**src/rtl/coproc_bus_master_pkg.sv**
```systemverilog
// rtl/coproc_bus_master_pkg.sv - coprocessor bus word layout, commands and master FSM states
package coproc_bus_master_pkg;

  localparam int DEV_W  = 2;
  localparam int DATA_W = 24;
  localparam int WORD_W = 32;
  localparam int CMD_W  = 6;

  localparam logic [CMD_W-1:0] CMD_GET   = 6'h00;
  localparam logic [CMD_W-1:0] CMD_CLEAR = 6'h3F;

  // POST word fields: [31] valid, [30:29] responding dev, [28:24] zero, [23:0] result
  localparam int POST_VALID_BIT = 31;
  localparam int POST_DEV_HI    = 30;
  localparam int POST_DEV_LO    = 29;
  localparam int POST_PAD_HI    = 28;
  localparam int POST_PAD_LO    = 24;

  typedef enum logic [2:0] {
    ST_IDLE,
    ST_PRECLEAR,
    ST_ISSUE,
    ST_WAIT,
    ST_CLEAR,
    ST_DONE
  } state_t;

  function automatic logic [WORD_W-1:0] cmd_word(
    input logic [DEV_W-1:0]  dev,
    input logic [CMD_W-1:0]  cmd,
    input logic [DATA_W-1:0] payload
  );
    return {dev, cmd, payload};
  endfunction

  function automatic logic post_match(
    input logic [WORD_W-1:0] word,
    input logic [DEV_W-1:0]  dev
  );
    return word[POST_VALID_BIT]
        && (word[POST_DEV_HI:POST_DEV_LO] == dev)
        && (word[POST_PAD_HI:POST_PAD_LO] == 5'd0);
  endfunction

endpackage

```
**src/rtl/coproc_bus_master_if.sv**
```systemverilog
// rtl/coproc_bus_master_if.sv - core request/response handshake and coprocessor bus wires
interface coproc_bus_master_if;
  import coproc_bus_master_pkg::*;

  logic              req_valid;
  logic              req_ready;
  logic [DEV_W-1:0]  req_dev;
  logic [DATA_W-1:0] req_data;

  logic [WORD_W-1:0] bus_out;
  logic [WORD_W-1:0] bus_in;

  logic              rsp_valid;
  logic              rsp_timeout;
  logic [DEV_W-1:0]  rsp_dev;
  logic [DATA_W-1:0] rsp_data;
  logic              busy;

  modport master (
    input  req_valid, req_dev, req_data, bus_in,
    output req_ready, bus_out, rsp_valid, rsp_timeout, rsp_dev, rsp_data, busy
  );

  modport slave (
    output req_valid, req_dev, req_data, bus_in,
    input  req_ready, bus_out, rsp_valid, rsp_timeout, rsp_dev, rsp_data, busy
  );

endinterface

```
**src/rtl/coproc_bus_master.sv**
```systemverilog
// rtl/coproc_bus_master.sv - single-outstanding GET/POST initiator on the coprocessor bus
module coproc_bus_master
  import coproc_bus_master_pkg::*;
#(
  parameter int         TIMEOUT_CYCLES = 1024,
  parameter logic [1:0] IDLE_DEV       = 2'b11
) (
  input logic                 clk,
  input logic                 rst,
  coproc_bus_master_if.master cp
);

  localparam int                CNT_W     = $clog2(TIMEOUT_CYCLES);
  localparam logic [CNT_W-1:0]  CNT_LAST  = CNT_W'(TIMEOUT_CYCLES - 1);
  localparam logic [WORD_W-1:0] IDLE_WORD = {IDLE_DEV, CMD_CLEAR, 24'h0};

  state_t            state;
  logic [CNT_W-1:0]  wait_cnt;
  logic [DEV_W-1:0]  dev_q;
  logic [DATA_W-1:0] data_q;
  logic [WORD_W-1:0] bus_word;
  logic              rsp_valid_q;
  logic              rsp_timeout_q;
  logic [DEV_W-1:0]  rsp_dev_q;
  logic [DATA_W-1:0] rsp_data_q;
  logic              busy_q;
  logic              hit;

  assign hit = post_match(cp.bus_in, dev_q);

  // bus_out is registered, so each branch loads the word of the state being entered
  always_ff @(posedge clk) begin
    if (rst) begin
      state         <= ST_IDLE;
      wait_cnt      <= '0;
      dev_q         <= '0;
      data_q        <= '0;
      bus_word      <= IDLE_WORD;
      rsp_valid_q   <= 1'b0;
      rsp_timeout_q <= 1'b0;
      rsp_dev_q     <= '0;
      rsp_data_q    <= '0;
      busy_q        <= 1'b0;
    end else begin
      rsp_valid_q <= 1'b0;
      case (state)
        ST_IDLE: begin
          if (cp.req_valid) begin
            dev_q  <= cp.req_dev;
            data_q <= cp.req_data;
            busy_q <= 1'b1;
            if (cp.req_dev == IDLE_DEV) begin
              state         <= ST_DONE;
              rsp_valid_q   <= 1'b1;
              rsp_timeout_q <= 1'b1;
              rsp_dev_q     <= cp.req_dev;
              rsp_data_q    <= '0;
            end else begin
              state    <= ST_PRECLEAR;
              bus_word <= cmd_word(cp.req_dev, CMD_CLEAR, 24'h0);
            end
          end
        end
        ST_PRECLEAR: begin
          state    <= ST_ISSUE;
          bus_word <= cmd_word(dev_q, CMD_GET, data_q);
        end
        ST_ISSUE: begin
          state    <= ST_WAIT;
          bus_word <= IDLE_WORD;
          wait_cnt <= '0;
        end
        ST_WAIT: begin
          // a POST arriving on the final wait cycle still counts as a hit
          if (hit || (wait_cnt == CNT_LAST)) begin
            state         <= ST_CLEAR;
            bus_word      <= cmd_word(dev_q, CMD_CLEAR, 24'h0);
            rsp_valid_q   <= 1'b1;
            rsp_timeout_q <= !hit;
            rsp_dev_q     <= dev_q;
            rsp_data_q    <= hit ? cp.bus_in[DATA_W-1:0] : '0;
          end else begin
            wait_cnt <= wait_cnt + CNT_W'(1);
          end
        end
        ST_CLEAR: begin
          state    <= ST_IDLE;
          bus_word <= IDLE_WORD;
          busy_q   <= 1'b0;
        end
        ST_DONE: begin
          state  <= ST_IDLE;
          busy_q <= 1'b0;
        end
        default: begin
          state    <= ST_IDLE;
          bus_word <= IDLE_WORD;
          busy_q   <= 1'b0;
        end
      endcase
    end
  end

  assign cp.req_ready   = (state == ST_IDLE);
  assign cp.bus_out     = bus_word;
  assign cp.rsp_valid   = rsp_valid_q;
  assign cp.rsp_timeout = rsp_timeout_q;
  assign cp.rsp_dev     = rsp_dev_q;
  assign cp.rsp_data    = rsp_data_q;
  assign cp.busy        = busy_q;

endmodule

```
**src/flat_wrapper.sv**
```systemverilog
// flat-port wrapper written by rule: the top's interface ports become plain ports
module coproc_bus_master_flat import coproc_bus_master_pkg::*;
#(
  parameter int         TIMEOUT_CYCLES = 1024,
  parameter logic [1:0] IDLE_DEV       = 2'b11
)
  (clk, rst, cp_req_valid, cp_req_dev, cp_req_data, cp_bus_in, cp_req_ready, cp_bus_out, cp_rsp_valid, cp_rsp_timeout, cp_rsp_dev, cp_rsp_data, cp_busy);
  coproc_bus_master_if cp_i ();
  input logic clk;
  input logic rst;
  input wire logic [$bits(cp_i.req_valid)-1:0] cp_req_valid;
  input wire logic [$bits(cp_i.req_dev)-1:0] cp_req_dev;
  input wire logic [$bits(cp_i.req_data)-1:0] cp_req_data;
  input wire logic [$bits(cp_i.bus_in)-1:0] cp_bus_in;
  output wire logic [$bits(cp_i.req_ready)-1:0] cp_req_ready;
  output wire logic [$bits(cp_i.bus_out)-1:0] cp_bus_out;
  output wire logic [$bits(cp_i.rsp_valid)-1:0] cp_rsp_valid;
  output wire logic [$bits(cp_i.rsp_timeout)-1:0] cp_rsp_timeout;
  output wire logic [$bits(cp_i.rsp_dev)-1:0] cp_rsp_dev;
  output wire logic [$bits(cp_i.rsp_data)-1:0] cp_rsp_data;
  output wire logic [$bits(cp_i.busy)-1:0] cp_busy;
  assign cp_i.req_valid = cp_req_valid;
  assign cp_i.req_dev = cp_req_dev;
  assign cp_i.req_data = cp_req_data;
  assign cp_i.bus_in = cp_bus_in;
  assign cp_req_ready = cp_i.req_ready;
  assign cp_bus_out = cp_i.bus_out;
  assign cp_rsp_valid = cp_i.rsp_valid;
  assign cp_rsp_timeout = cp_i.rsp_timeout;
  assign cp_rsp_dev = cp_i.rsp_dev;
  assign cp_rsp_data = cp_i.rsp_data;
  assign cp_busy = cp_i.busy;
  coproc_bus_master #(.TIMEOUT_CYCLES(TIMEOUT_CYCLES), .IDLE_DEV(IDLE_DEV)) u_core (.clk(clk), .rst(rst), .cp(cp_i));
endmodule
```
**config.mk**
```make
export PLATFORM = sky130hd
export DESIGN_NAME = coproc_bus_master_flat
export DESIGN_NICKNAME = d
export VERILOG_FILES = /design/src/rtl/coproc_bus_master_pkg.sv /design/src/rtl/coproc_bus_master_if.sv /design/src/rtl/coproc_bus_master.sv /design/src/flat_wrapper.sv
export SDC_FILE = /design/constraint.sdc
export NUM_CORES = 1
export LEC_CHECK = 0
export CAP_MARGIN = 20
export CORE_UTILIZATION = 44
export CTS_CLUSTER_SIZE = 16
export DETAILED_ROUTE_END_ITERATION = 12
export PLACE_DENSITY = 0.79
export SYNTH_ARGS = -nofsm -noshare
export SYNTH_HDL_FRONTEND = slang
export SYNTH_SLANG_ARGS = --single-unit
```
**constraint.sdc**
```tcl
create_clock -name clk -period 3.2 [get_ports clk]
set_clock_uncertainty 0.1 [all_clocks]
set_input_delay 0.48 -clock clk [delete_from_list [all_inputs] [get_ports clk]]
set_output_delay 0.48 -clock clk [all_outputs]
set_load 0.005 [all_outputs]
```
Word level (Yosys, flattened, before mapping)

Cells that the tools add are included.

$add $sub $neg: 1
Equal/unequal tests: 12
Mux-type cells: 29
Bitwise gates (word level): 2
Reduce and logical (&&, ||, !) cells: 15

Operators with widths:

| kind                                                                     | count |
|---|---|
| 32-bit one-hot mux with 4 select lines                                   | 1 |
| 24-bit two-way mux                                                       | 4 |
| 32-bit two-way mux                                                       | 3 |
| 24-bit one-hot mux with 2 select lines                                   | 1 |
| 10-bit one-hot mux with 2 select lines                                   | 1 |
| 3-bit one-hot mux with 4 select lines                                    | 1 |
| 10-bit by 1-bit adder with 10-bit output (second input constant)         | 1 |
| 10-bit equality test (second input constant)                             | 1 |
| 10-bit two-way mux                                                       | 1 |
| 3-bit two-way mux                                                        | 3 |
| 2-bit AND reduction                                                      | 4 |
| 4-bit AND reduction                                                      | 2 |
| 1-bit two-way mux                                                        | 7 |
| 3-bit by 2-bit equality test with 1-bit output (second input constant)   | 2 |
| 2-bit two-way mux                                                        | 3 |
| 2-bit inequality test (second input constant)                            | 3 |
| 1-bit one-hot mux with 2 select lines                                    | 3 |
| 5-bit logical NOT                                                        | 1 |
| 2-bit by 1-bit inequality test with 1-bit output (second input constant) | 2 |
| 2-bit one-hot mux with 2 select lines                                    | 1 |
| 2-bit nonzero test                                                       | 2 |
| 3-bit by 1-bit equality test with 1-bit output (second input constant)   | 1 |
| 3-bit equality test (second input constant)                              | 1 |
| 3-bit logical NOT                                                        | 1 |
| 7 further kinds                                                          | 9 |

Register bits after elaboration: 100
Input port bits: 61
Output and inout bits: 62

Longest topological paths before layout

Word-level depth: 6
Gate-level depth with buffers: 7
Mapped depth without buffers: 6

Least setup slack after synthesis

OpenSTA, ideal clock, no wires.

Path type: input port to flip-flop
Start: in cp_bus_in[24]
End: reg u_core.rsp_data_q[10], in the netlist u_core.cp.rsp_data[10]
Library setup time: 0.117 ns
Arrival time: 2.356 ns
Setup slack: 0.628 ns
Stages on the path: 6
Cells stage by stage: or4_4 -> o41a_4 -> a211oi_4 -> nor2_2 -> buf_6 -> a22o_1

Cells in the longest elaborated chain, start to end: 5

Ends and longest elaborated chain:

| what                                                                                          | line                                             | text |
|---|---|---|
| start, declared                                                                               | flat_wrapper.sv:14                               | `input wire logic [$bits(cp_i.bus_in)-1:0] cp_bus_in;` |
| 5-bit logical NOT (*)                                                                         | coproc_bus_master_pkg.sv:42                      | `&& (word[POST_PAD_HI:POST_PAD_LO] == 5'd0);` |
| 1-bit logical AND (*)                                                                         | coproc_bus_master_pkg.sv:42                      |  |
| 24-bit two-way mux / 1-bit logical OR (equally long branches)                                 | coproc_bus_master.sv:81, coproc_bus_master.sv:75 |  |
| 24-bit two-way mux / 2-bit by 1-bit inequality test with 1-bit output (equally long branches) | n/a                                              |  |
| 24-bit one-hot mux with 2 select lines / 4-bit AND reduction (equally long branches)          | n/a                                              |  |
| end signal, assigned                                                                          | coproc_bus_master.sv:81                          | `rsp_data_q <= hit ? cp.bus_in[DATA_W-1:0] : '0;` |
| end, declared                                                                                 | coproc_bus_master.sv:25                          | `logic [DATA_W-1:0] rsp_data_q;` |

Mark *: on every way between the ends. The rest lies on a longest branch, timed or not. The select of a mux whose other input is x is not followed.
A chain may end at the register's enable or synchronous reset.

Worst setup path after layout

Start: in cp_bus_in[24]
End: reg u_core.rsp_data_q[3], in the netlist u_core.cp.rsp_data[3]

Same word-level chain as after synthesis.

==> flow_summary.ini <==
[synth]
async_reset_ff_frac = 0
ys_types = 42
ys_seq_elements = 95
synth_edf_count = 0
synth_top_family_by_area = compound AO/OA/AOI/OAI gates
synth_compound_area_frac = 0.211
synth-simple-area-share = 0.159
synth.area.mux_share = 0.00579
synth_area_per_cell_sq_um = 9.71
yosys-top-cells-area = dfxtp_1 55%, a22o_1 12%, nand2_1 6.3%
synthAdderAreaFrac = 0.00362
ys_warn_count = 0
synthCells = 356
ys_seq_area_frac = 0.550
yosysTopAreaCell = dfxtp_1
synth-main-ff-cell = dfxtp_1
syn-num-nets = 418
yosysTopAreaCellShare = 0.550
synth-xor-area-share = 0.0253
synth_area_sq_mm = 0.00346

[timing]
setup_ws_ps = 581
fin_crit_ps = 2620
max_slew_margin = 0.372
finalSetupViolations = 0
max_freq_ghz = 0.382
hold_violations = 0
grt_setup_unrepaired = no
setup-tns-final_ps = 0
final-max-slew-violation-count = 0
post-route-period-util = 0.819
tightest_slew_ps = 941

[finish]
final_area_sq_mm = 0.00492
final_cell_mix = 121 x clkdlybuf4s50_1, 95 x dfxtp_1, 58 x nand2_1
fin_cells = 575
final_common_cell = clkdlybuf4s50_1
fin_nets = 533
drive_gt1_frac = 0.0693
area_growth_pct = 42.3
antennaDiodeCount = 0

[global_route]
grt_remaining_overflow = 0
grt_antenna_before_repair = 0
grtUsageTotal = 0.216
grt_max_degree = 27
grt_pass1_wl_um = 14100
grt_pass1_vias = 2854

[detailed_routing]
drt-wirelength-per-cell_um = 14.8
initialDrtViolationCount = 124
drc = 0
via_per_inst = 5.23
ant_nets = 0
via_count = 3008
route.final.wire_length_um = 8480
first_pass_iters = 4

[critical_path]
cp_cell_sequence = clkdlybuf4s50_1 -> or4_4 -> o41a_4 -> a211oi_4 -> nor2_2 -> a22o_1
cp-end-kind = flop
critical_path.top_delay_family = compound AO/OA/AOI/OAI gates
crit_type = input pin to flop
rr_startpoint = u_core.state[0]
cp.required_ps = 3350
r2r_slack_ps = 720
cp_slowest_stage_delay_ps = 550
arrival_ps = 2770
start_kind = input pin
crit_start = cp_bus_in[24]
reg2reg_depth = 5
path_max_fanout = 24
reg2reg_to = u_core.cp.rsp_data[3]
critical_path.endpoint = u_core.cp.rsp_data[3]
path_depth = 6
slowest_stage = or4_4
critPathBufInv = 1

[power]
max-vdd-ir-drop_uv = 291
power_leakage_nw = 1.80
powerDensity_mw_per_mm2 = 478

[placement]
hpwl_um = 5910
port_buffers = 122
gp_congestion = 0.806
dp_cells = 558
pre_cts_ws_ps = 197
post_dp_cell_area_sq_mm = 0.00472

[cts]
insertion_delay_ps = 360
cts_tree = done
cts-resized-gates = 0
cts_sinks = 95
postCtsSetupBuffers = 0
cts_max_path_buffers = 2
cts_root_buf = clkbuf_8
clk_pin_slew_worst_paths_ps = 90
holdBufCountCts = 0
numCtsBuffers = 9
cts_max_level = 3

[die]
ios = 123
core_area_sq_mm = 0.00741
dieArea_sq_mm = 0.00821
placementRows = 31
initial_core_util = 0.466
chipWidth_um = 90.6
die_h_um = 90.6

[flow_run]
cap_violations = 0

[outcome]
status = finished, final reports clean

[worst_hold_path]
min_path_cells = 2
hold_path.class = flop to flop
-- through the flow --
step,hold slack (ps),util,total power [W]
final,364,0.664,0.00235
after global routing,383,0.664,0.00247
after CTS,362,0.662,0.00237
after detailed placement,350,0.638,0.00164
after global placement,342,0.638,0.00163
after floorplan,337,-,0.00147
-- cell usage after synthesis, types with 2 or more instances --
library cell  count
a211oi_1          2
a21oi_1          32
a22o_1           48
and2_1            3
and3_1            2
buf_2             4
buf_4             5
buf_6             2
clkbuf_1         15
dfxtp_1          95
inv_1             4
mux2i_1           2
nand2_1          58
nand2b_1          4
nand3_1           6
nand4_1           2
nor2_1           20
nor2b_1           2
nor3_1           14
nor4b_1           2
o21ai_0           4
or3_1             2
xnor2_1           4
xor2_1            6
-- metal layers --
layer	global-route usage	wire, um
met2	0.347	3910
met5	0	0
met3	0.0513	552
met1	0.272	3850
met4	0.105	167
-- tightest hold or removal path, cell delays in order (launching register included) --
cell and delay, ps:
dfxtp_1 320, nand2_1 50, a21oi_1 50
-- worst min path at each step --
stage                           start                end  slack [ps]
global route        u_core.data_q[23]  u_core.data_q[23]         380
floorplan            u_core.data_q[0]   u_core.data_q[0]         340
finish               u_core.data_q[2]   u_core.data_q[2]         360
CTS                  u_core.data_q[2]   u_core.data_q[2]         360
detailed placement   u_core.data_q[2]   u_core.data_q[2]         350
global placement    u_core.data_q[18]  u_core.data_q[18]         340
-- where the power goes --
part	switching [W]	internal (W)	total, W
Clock	0.000436	0.000294	0.000730
Sequential	0.0000413	0.00123	0.00127
Combinational	0.000163	0.000183	0.000346
Total	0.000641	0.00171	0.00235
-- sequential cells by signal (all words and copies together), names as in the netlist, 2 cells and up --
register,cells
u_core.cp.bus_out,27
u_core.cp.rsp_data,24
u_core.data_q,24
u_core.wait_cnt,10
u_core.state,3
u_core.cp.rsp_dev,2
u_core.dev_q,2
-- cell type report --
cell class	instances	area [sq um]
inverters	4	15.0
repair buffers	131	1290
flip-flops and latches	95	1900
clock buffers	10	128
fillers	575	2490
clock inverters	6	50.0
well taps	99	124
multi-input cells	230	1410
-- cells by family (layout without fill, tap and decap cells) --
group | after synthesis | count (layout)
AND/OR/NAND/NOR | 121 | 121
AO/OA/AOI/OAI | 96 | 96
multiplexers | 2 | 2
XOR/XNOR | 10 | 10
adder cells (fa/ha/maj) | 1 | 1
flip-flops | 95 | 95
buffers and inverters | 31 | 151
Note: power is estimated with default switching activity, not from simulation.
